--- src/rtl/if_stage_if.sv ---
// rtl/if_stage_if.sv - fetch stage bus: control inputs, instruction ROM port and IF/ID register outputs
interface if_stage_if;
  logic [1:0]  stall;
  logic        flush;
  logic [31:0] new_pc;
  logic        branch_flag;
  logic [31:0] branch_target;
  logic        rom_ce;
  logic [31:0] rom_addr;
  logic [31:0] rom_inst;
  logic [31:0] id_pc;
  logic [31:0] id_inst;
  logic        id_valid;

  modport master (
    input  stall, flush, new_pc, branch_flag, branch_target, rom_inst,
    output rom_ce, rom_addr, id_pc, id_inst, id_valid
  );

  modport slave (
    output stall, flush, new_pc, branch_flag, branch_target, rom_inst,
    input  rom_ce, rom_addr, id_pc, id_inst, id_valid
  );
endinterface

--- src/rtl/if_stage.sv ---
// rtl/if_stage.sv - instruction fetch stage: PC register, ROM addressing and IF/ID pipeline register
module if_stage #(
  parameter logic [31:0] RESET_PC = 32'h0000_0000
) (
  input logic       clk,
  input logic       rst,
  if_stage_if.master bus
);

  localparam logic [31:0] RESET_PC_ALIGNED = {RESET_PC[31:2], 2'b00};

  logic        rom_ce;
  logic [31:0] pc;
  logic [31:0] pc_next;
  logic [31:0] id_pc;
  logic [31:0] id_inst;
  logic        id_valid;
  logic        hold_pc;
  logic        hold_id;

  // stall=2'b10 never comes from control; treating it like 2'b11 keeps PC and IF/ID consistent
  assign hold_id = bus.stall[1];
  assign hold_pc = bus.stall[0] | bus.stall[1];

  always_comb begin
    pc_next = pc;
    if (bus.flush) begin
      pc_next = {bus.new_pc[31:2], 2'b00};
    end else if (hold_pc) begin
      pc_next = pc;
    end else if (bus.branch_flag) begin
      pc_next = {bus.branch_target[31:2], 2'b00};
    end else begin
      pc_next = pc + 32'd4;
    end
  end

  // PC only advances once the ROM is enabled, so the first fetch is always the reset address
  always_ff @(posedge clk or negedge rst) begin
    if (!rst) begin
      rom_ce <= 1'b0;
      pc     <= RESET_PC_ALIGNED;
    end else begin
      rom_ce <= 1'b1;
      if (rom_ce) begin
        pc <= pc_next;
      end
    end
  end

  // The delay-slot instruction is captured normally on a branch edge; only flush squashes it
  always_ff @(posedge clk or negedge rst) begin
    if (!rst) begin
      id_pc    <= 32'h0;
      id_inst  <= 32'h0;
      id_valid <= 1'b0;
    end else if (bus.flush) begin
      id_pc    <= 32'h0;
      id_inst  <= 32'h0;
      id_valid <= 1'b0;
    end else if (hold_id) begin
      id_pc    <= id_pc;
      id_inst  <= id_inst;
      id_valid <= id_valid;
    end else if (bus.stall[0]) begin
      id_pc    <= 32'h0;
      id_inst  <= 32'h0;
      id_valid <= 1'b0;
    end else begin
      id_pc    <= pc;
      id_inst  <= bus.rom_inst;
      id_valid <= rom_ce;
    end
  end

  assign bus.rom_ce   = rom_ce;
  assign bus.rom_addr = pc;
  assign bus.id_pc    = id_pc;
  assign bus.id_inst  = id_inst;
  assign bus.id_valid = id_valid;

endmodule

--- src/flat_wrapper.sv ---
// flat-port wrapper written by rule: the top's interface ports become plain ports
module if_stage_flat 
#(
  parameter logic [31:0] RESET_PC = 32'h0000_0000
)
  (clk, rst, bus_stall, bus_flush, bus_new_pc, bus_branch_flag, bus_branch_target, bus_rom_inst, bus_rom_ce, bus_rom_addr, bus_id_pc, bus_id_inst, bus_id_valid);
  if_stage_if bus_i ();
  input logic clk;
  input logic rst;
  input wire logic [$bits(bus_i.stall)-1:0] bus_stall;
  input wire logic [$bits(bus_i.flush)-1:0] bus_flush;
  input wire logic [$bits(bus_i.new_pc)-1:0] bus_new_pc;
  input wire logic [$bits(bus_i.branch_flag)-1:0] bus_branch_flag;
  input wire logic [$bits(bus_i.branch_target)-1:0] bus_branch_target;
  input wire logic [$bits(bus_i.rom_inst)-1:0] bus_rom_inst;
  output wire logic [$bits(bus_i.rom_ce)-1:0] bus_rom_ce;
  output wire logic [$bits(bus_i.rom_addr)-1:0] bus_rom_addr;
  output wire logic [$bits(bus_i.id_pc)-1:0] bus_id_pc;
  output wire logic [$bits(bus_i.id_inst)-1:0] bus_id_inst;
  output wire logic [$bits(bus_i.id_valid)-1:0] bus_id_valid;
  assign bus_i.stall = bus_stall;
  assign bus_i.flush = bus_flush;
  assign bus_i.new_pc = bus_new_pc;
  assign bus_i.branch_flag = bus_branch_flag;
  assign bus_i.branch_target = bus_branch_target;
  assign bus_i.rom_inst = bus_rom_inst;
  assign bus_rom_ce = bus_i.rom_ce;
  assign bus_rom_addr = bus_i.rom_addr;
  assign bus_id_pc = bus_i.id_pc;
  assign bus_id_inst = bus_i.id_inst;
  assign bus_id_valid = bus_i.id_valid;
  if_stage #(.RESET_PC(RESET_PC)) u_core (.clk(clk), .rst(rst), .bus(bus_i));
endmodule
--- config.mk ---
export PLATFORM = sky130hd
export DESIGN_NAME = if_stage_flat
export DESIGN_NICKNAME = d
export VERILOG_FILES = /design/src/rtl/if_stage_if.sv /design/src/rtl/if_stage.sv /design/src/flat_wrapper.sv
export SDC_FILE = /design/constraint.sdc
export NUM_CORES = 1
export LEC_CHECK = 0
export CORE_UTILIZATION = 38
export CTS_CLUSTER_DIAMETER = 120
export DETAILED_ROUTE_END_ITERATION = 7
export PLACE_DENSITY_LB_ADDON = 0.1
export SYNTH_ARGS = -nofsm -noshare
export SYNTH_HDL_FRONTEND = slang
export SYNTH_SLANG_ARGS = --single-unit
--- constraint.sdc ---
create_clock -name clk -period 1.6 [get_ports clk]
set_input_delay 0.4 -clock clk [delete_from_list [all_inputs] [get_ports clk]]
set_output_delay 0.4 -clock clk [all_outputs]
set_load 0.01 [all_outputs]
==> results.json <==
{
  "slew_headroom": 0.663,
  "worstRegToRegCells": 7,
  "path_clk_slew_ps": 60,
  "grt_pass1_vias": 4853,
  "r2r_setup_slack_ps": -170,
  "drt_iter0_markers": 215,
  "power_density_nw_per_um2": 874,
  "worst_pin_slew_ps": 506,
  "crit_top_cell": "nand4_1",
  "hp-start": "u_core.bus.id_valid",
  "fmax_ghz": 0.565,
  "vias_per_cell": 5.57,
  "clockRootBuffer": "clkbuf_16",
  "overflow": 0,
  "hold_viol": 0,
  "worst_slack_ps": -171,
  "gp_congestion": 0.842,
  "worstHoldPathType": "flip-flop to flip-flop",
  "wl_mm": 15.7,
  "dp.cells": 810,
  "p_leak_nw": 3.79,
  "track_usage": 0.254,
  "synth-compound-area-share": 0.252,
  "synthAdderAreaFrac": 0.00273,
  "synth.avg_cell_area_sq_um": 10.5,
  "synthArstFlopShare": 1.00,
  "finalMaxSlewViolations": 0,
  "std_cell_rows": 39,
  "yosysSeqAreaShare": 0.518,
  "rsz0062_at_grt": "true",
  "path_buf_inv": 1,
  "num-fill-cells": 940,
  "final_cells": 849,
  "io_pins": 200,
  "synth_xor_area_frac": 0.0286,
  "cts_buffer_depth": 2,
  "cp_cell_sequence": "ha_4 > nand4_1 > buf_4 > nor3_4 > nand4_1 > nor4b_2 > nand3b_1",
  "syn_to_final_growth_pct": 70.3,
  "die_w_um": 112,
  "crit_family": "simple AND/OR/NAND/NOR gates",
  "netlist_area_sq_um": 4590,
  "cts_sinks": 95,
  "drt-pass1-iter-count": 7,
  "cp_slowest_cell": "dfrtp_2",
  "crit_path_start_kind": "flip-flop",
  "synthMuxAreaShare": 0.00873,
  "synth_warnings": 0,
  "critical_path_arrival_ps": 2040,
  "grt_max_degree": 63,
  "fin_util": 0.673,
  "synth-simple-area-share": 0.139,
  "fin_crit_sh": 1.11,
  "drc_errors": 15,
  "crit_path_end_kind": "flip-flop",
  "antenna_found_initial": 0,
  "critPathMaxStageDelay_ps": 410,
  "fp.dieArea_sq_um": 12500,
  "synthCells": 435,
  "synth_top_cells_by_area": "dfrtp_1 (52%), a22o_1 (12%), a21oi_1 (2.8%)",
  "fin_crit_ps": 1770,
  "ys_ff_latch": 95,
  "clkLatencyLatePin_ps": 340,
  "worstSetupPathType": "flip-flop to flip-flop",
  "place_area_sq_um": 7190,
  "num_antenna_cells": 0,
  "portBuffers": 193,
  "fp.dieH_um": 112,
  "synth_top_area_cell": "dfrtp_1",
  "fin_skew_ps": 8.82,
  "final_cell_area_sq_um": 7820,
  "cts_tree": "built",
  "required_ps": 1870,
  "vdd_ir_drop_max_uv": 434,
  "path_max_fanout": 4,
  "tns_ps": -1880,
  "cp-startpoint": "u_core.bus.rom_addr[2]",
  "drive_above_1_share": 0.238,
  "drv_cap": 0,
  "status": "complete, but fails checks",
  "cts_htree_levels": 3,
  "num_vias": 4727,
  "core-area_sq_um": 11600,
  "netlist.area_leader.share": 0.518,
  "drt-wirelength-per-cell_um": 18.4,
  "reg2reg_to": "u_core.bus.rom_addr[28]",
  "yosys_most_used_dff": "dfrtp_1",
  "hold-path-cell-count": 2,
  "failed_checks": "design-rule violations, negative setup slack",
  "synth_top_family_by_area": "compound AO/OA/AOI/OAI gates",
  "worstHoldEndpoint": "u_core.bus.id_valid",
  "synthDistinctLibCells": 55,
  "synth_edf_count": 0,
  "r2r-start": "u_core.bus.rom_addr[2]",
  "final_nets": 804,
  "start_util": 0.395,
  "synth.most_common_cell": "dfrtp_1",
  "grt_pass1_wl_mm": 25.0,
  "synth_common_cells": "dfrtp_1 (95), a22o_1 (63), a21oi_1 (26), clkbuf_1 (26), nand2_1 (19)",
  "ant_nets": 0,
  "cts_buffers": 9,
  "finalPower_mw": 6.83,
  "dp_hpwl_mm": 11.2,
  "setup_viol": 17
}
==> cells in the final DEF (no fill, tap or decap), types with 4 or more instances in the layout <==
master	count
clkbuf_16	9
buf_12	5
dfrtp_2	8
and3_1	14
mux2i_1	4
nor3_1	4
nor3_4	4
inv_1	10
clkdlybuf4s15_1	7
o21ai_1	14
nand2_1	16
o21ai_0	9
buf_6	15
a22oi_1	5
nand4_1	10
clkbuf_2	5
a221oi_1	7
nand3_1	10
a211oi_1	4
dfrtp_1	87
clkdlybuf4s50_1	92
nand3_2	6
a21oi_1	25
a22o_1	63
nor2_1	10
dlygate4sd2_1	86
buf_4	80
xnor2_1	4
xor2_1	10
==> timing repair <==
action,4_1_cts,5_1_grt
setup endpoints to repair,179,33
endpoints found under the hold margin,21,0
hold buffers,1,0
buffers inserted,10,12
resized for setup,139,33
pin swaps,25,17
==> state kept, by name, indices dropped and copies added, names as in the netlist <==
name / flops
u_core.bus.id_inst: 32
u_core.bus.id_pc: 31
u_core.bus.rom_addr: 30
u_core.bus.id_valid: 1
u_core.bus.rom_ce: 1
==> worst register-to-register path, delay by kind of cell, from the launching register on <==
kind	cells	cell delay, ps
adders and majority gates	1	140
DFF	1	410
buffers and inverters	1	180
and+or+nand+nor	5	980
==> area by class of cell <==
cell class	instances	area, sq um	share of cell area
timing repair buffer	293	2670	0.341
sequential	95	2390	0.305
multi-input combinational	290	2220	0.284
clock buffer	12	267	0.0341
tap	143	179	0.0229
clock inverter	4	51.3	0.00656
inverter	12	45.0	0.00576
==> worst max path at each step <==
stage | to | slack [ps] | cells past startpoint
6_report | u_core.bus.rom_addr[28] | -170 | 7
5_1_grt | u_core.bus.rom_addr[28] | -260 | 7
4_1_cts | u_core.bus.rom_addr[28] | -140 | 6
3_5_place_dp | u_core.bus.rom_addr[26] | -570 | 5
3_3_place_gp | u_core.bus.rom_addr[26] | -540 | 5
2_1_floorplan | u_core.bus.rom_addr[24] | -160 | 6
==> logic make-up after synthesis <==
logic type | Yosys count
compound gates | 157
simple gates | 110
flops | 95
buf+inv | 51
xor+xnor | 15
mux | 4
other cells | 2
fa+ha+maj | 1
==> power breakdown <==
part | internal [mW] | switching (mW) | total [mW]
clock network | 1.34 | 0.932 | 2.28
logic | 0.936 | 0.854 | 1.79
registers | 2.60 | 0.165 | 2.76
==> metrics by stage <==
step,hold slack [ps],setup WS [ps]
floorplan,104,-164
global placement,325,-535
detailed placement,325,-570
CTS,498,-140
global route,513,-255
finish,492,-171
==> metal layers <==
layer,vias to the layer above,track usage,wire length (um)
met3,31,0.0414,1100
met5,-,0,0
li1,2181,-,-
met4,0,0.0820,347
met2,196,0.434,7520
met1,2319,0.330,6690
Note: power is estimated with default switching activity, not from simulation.
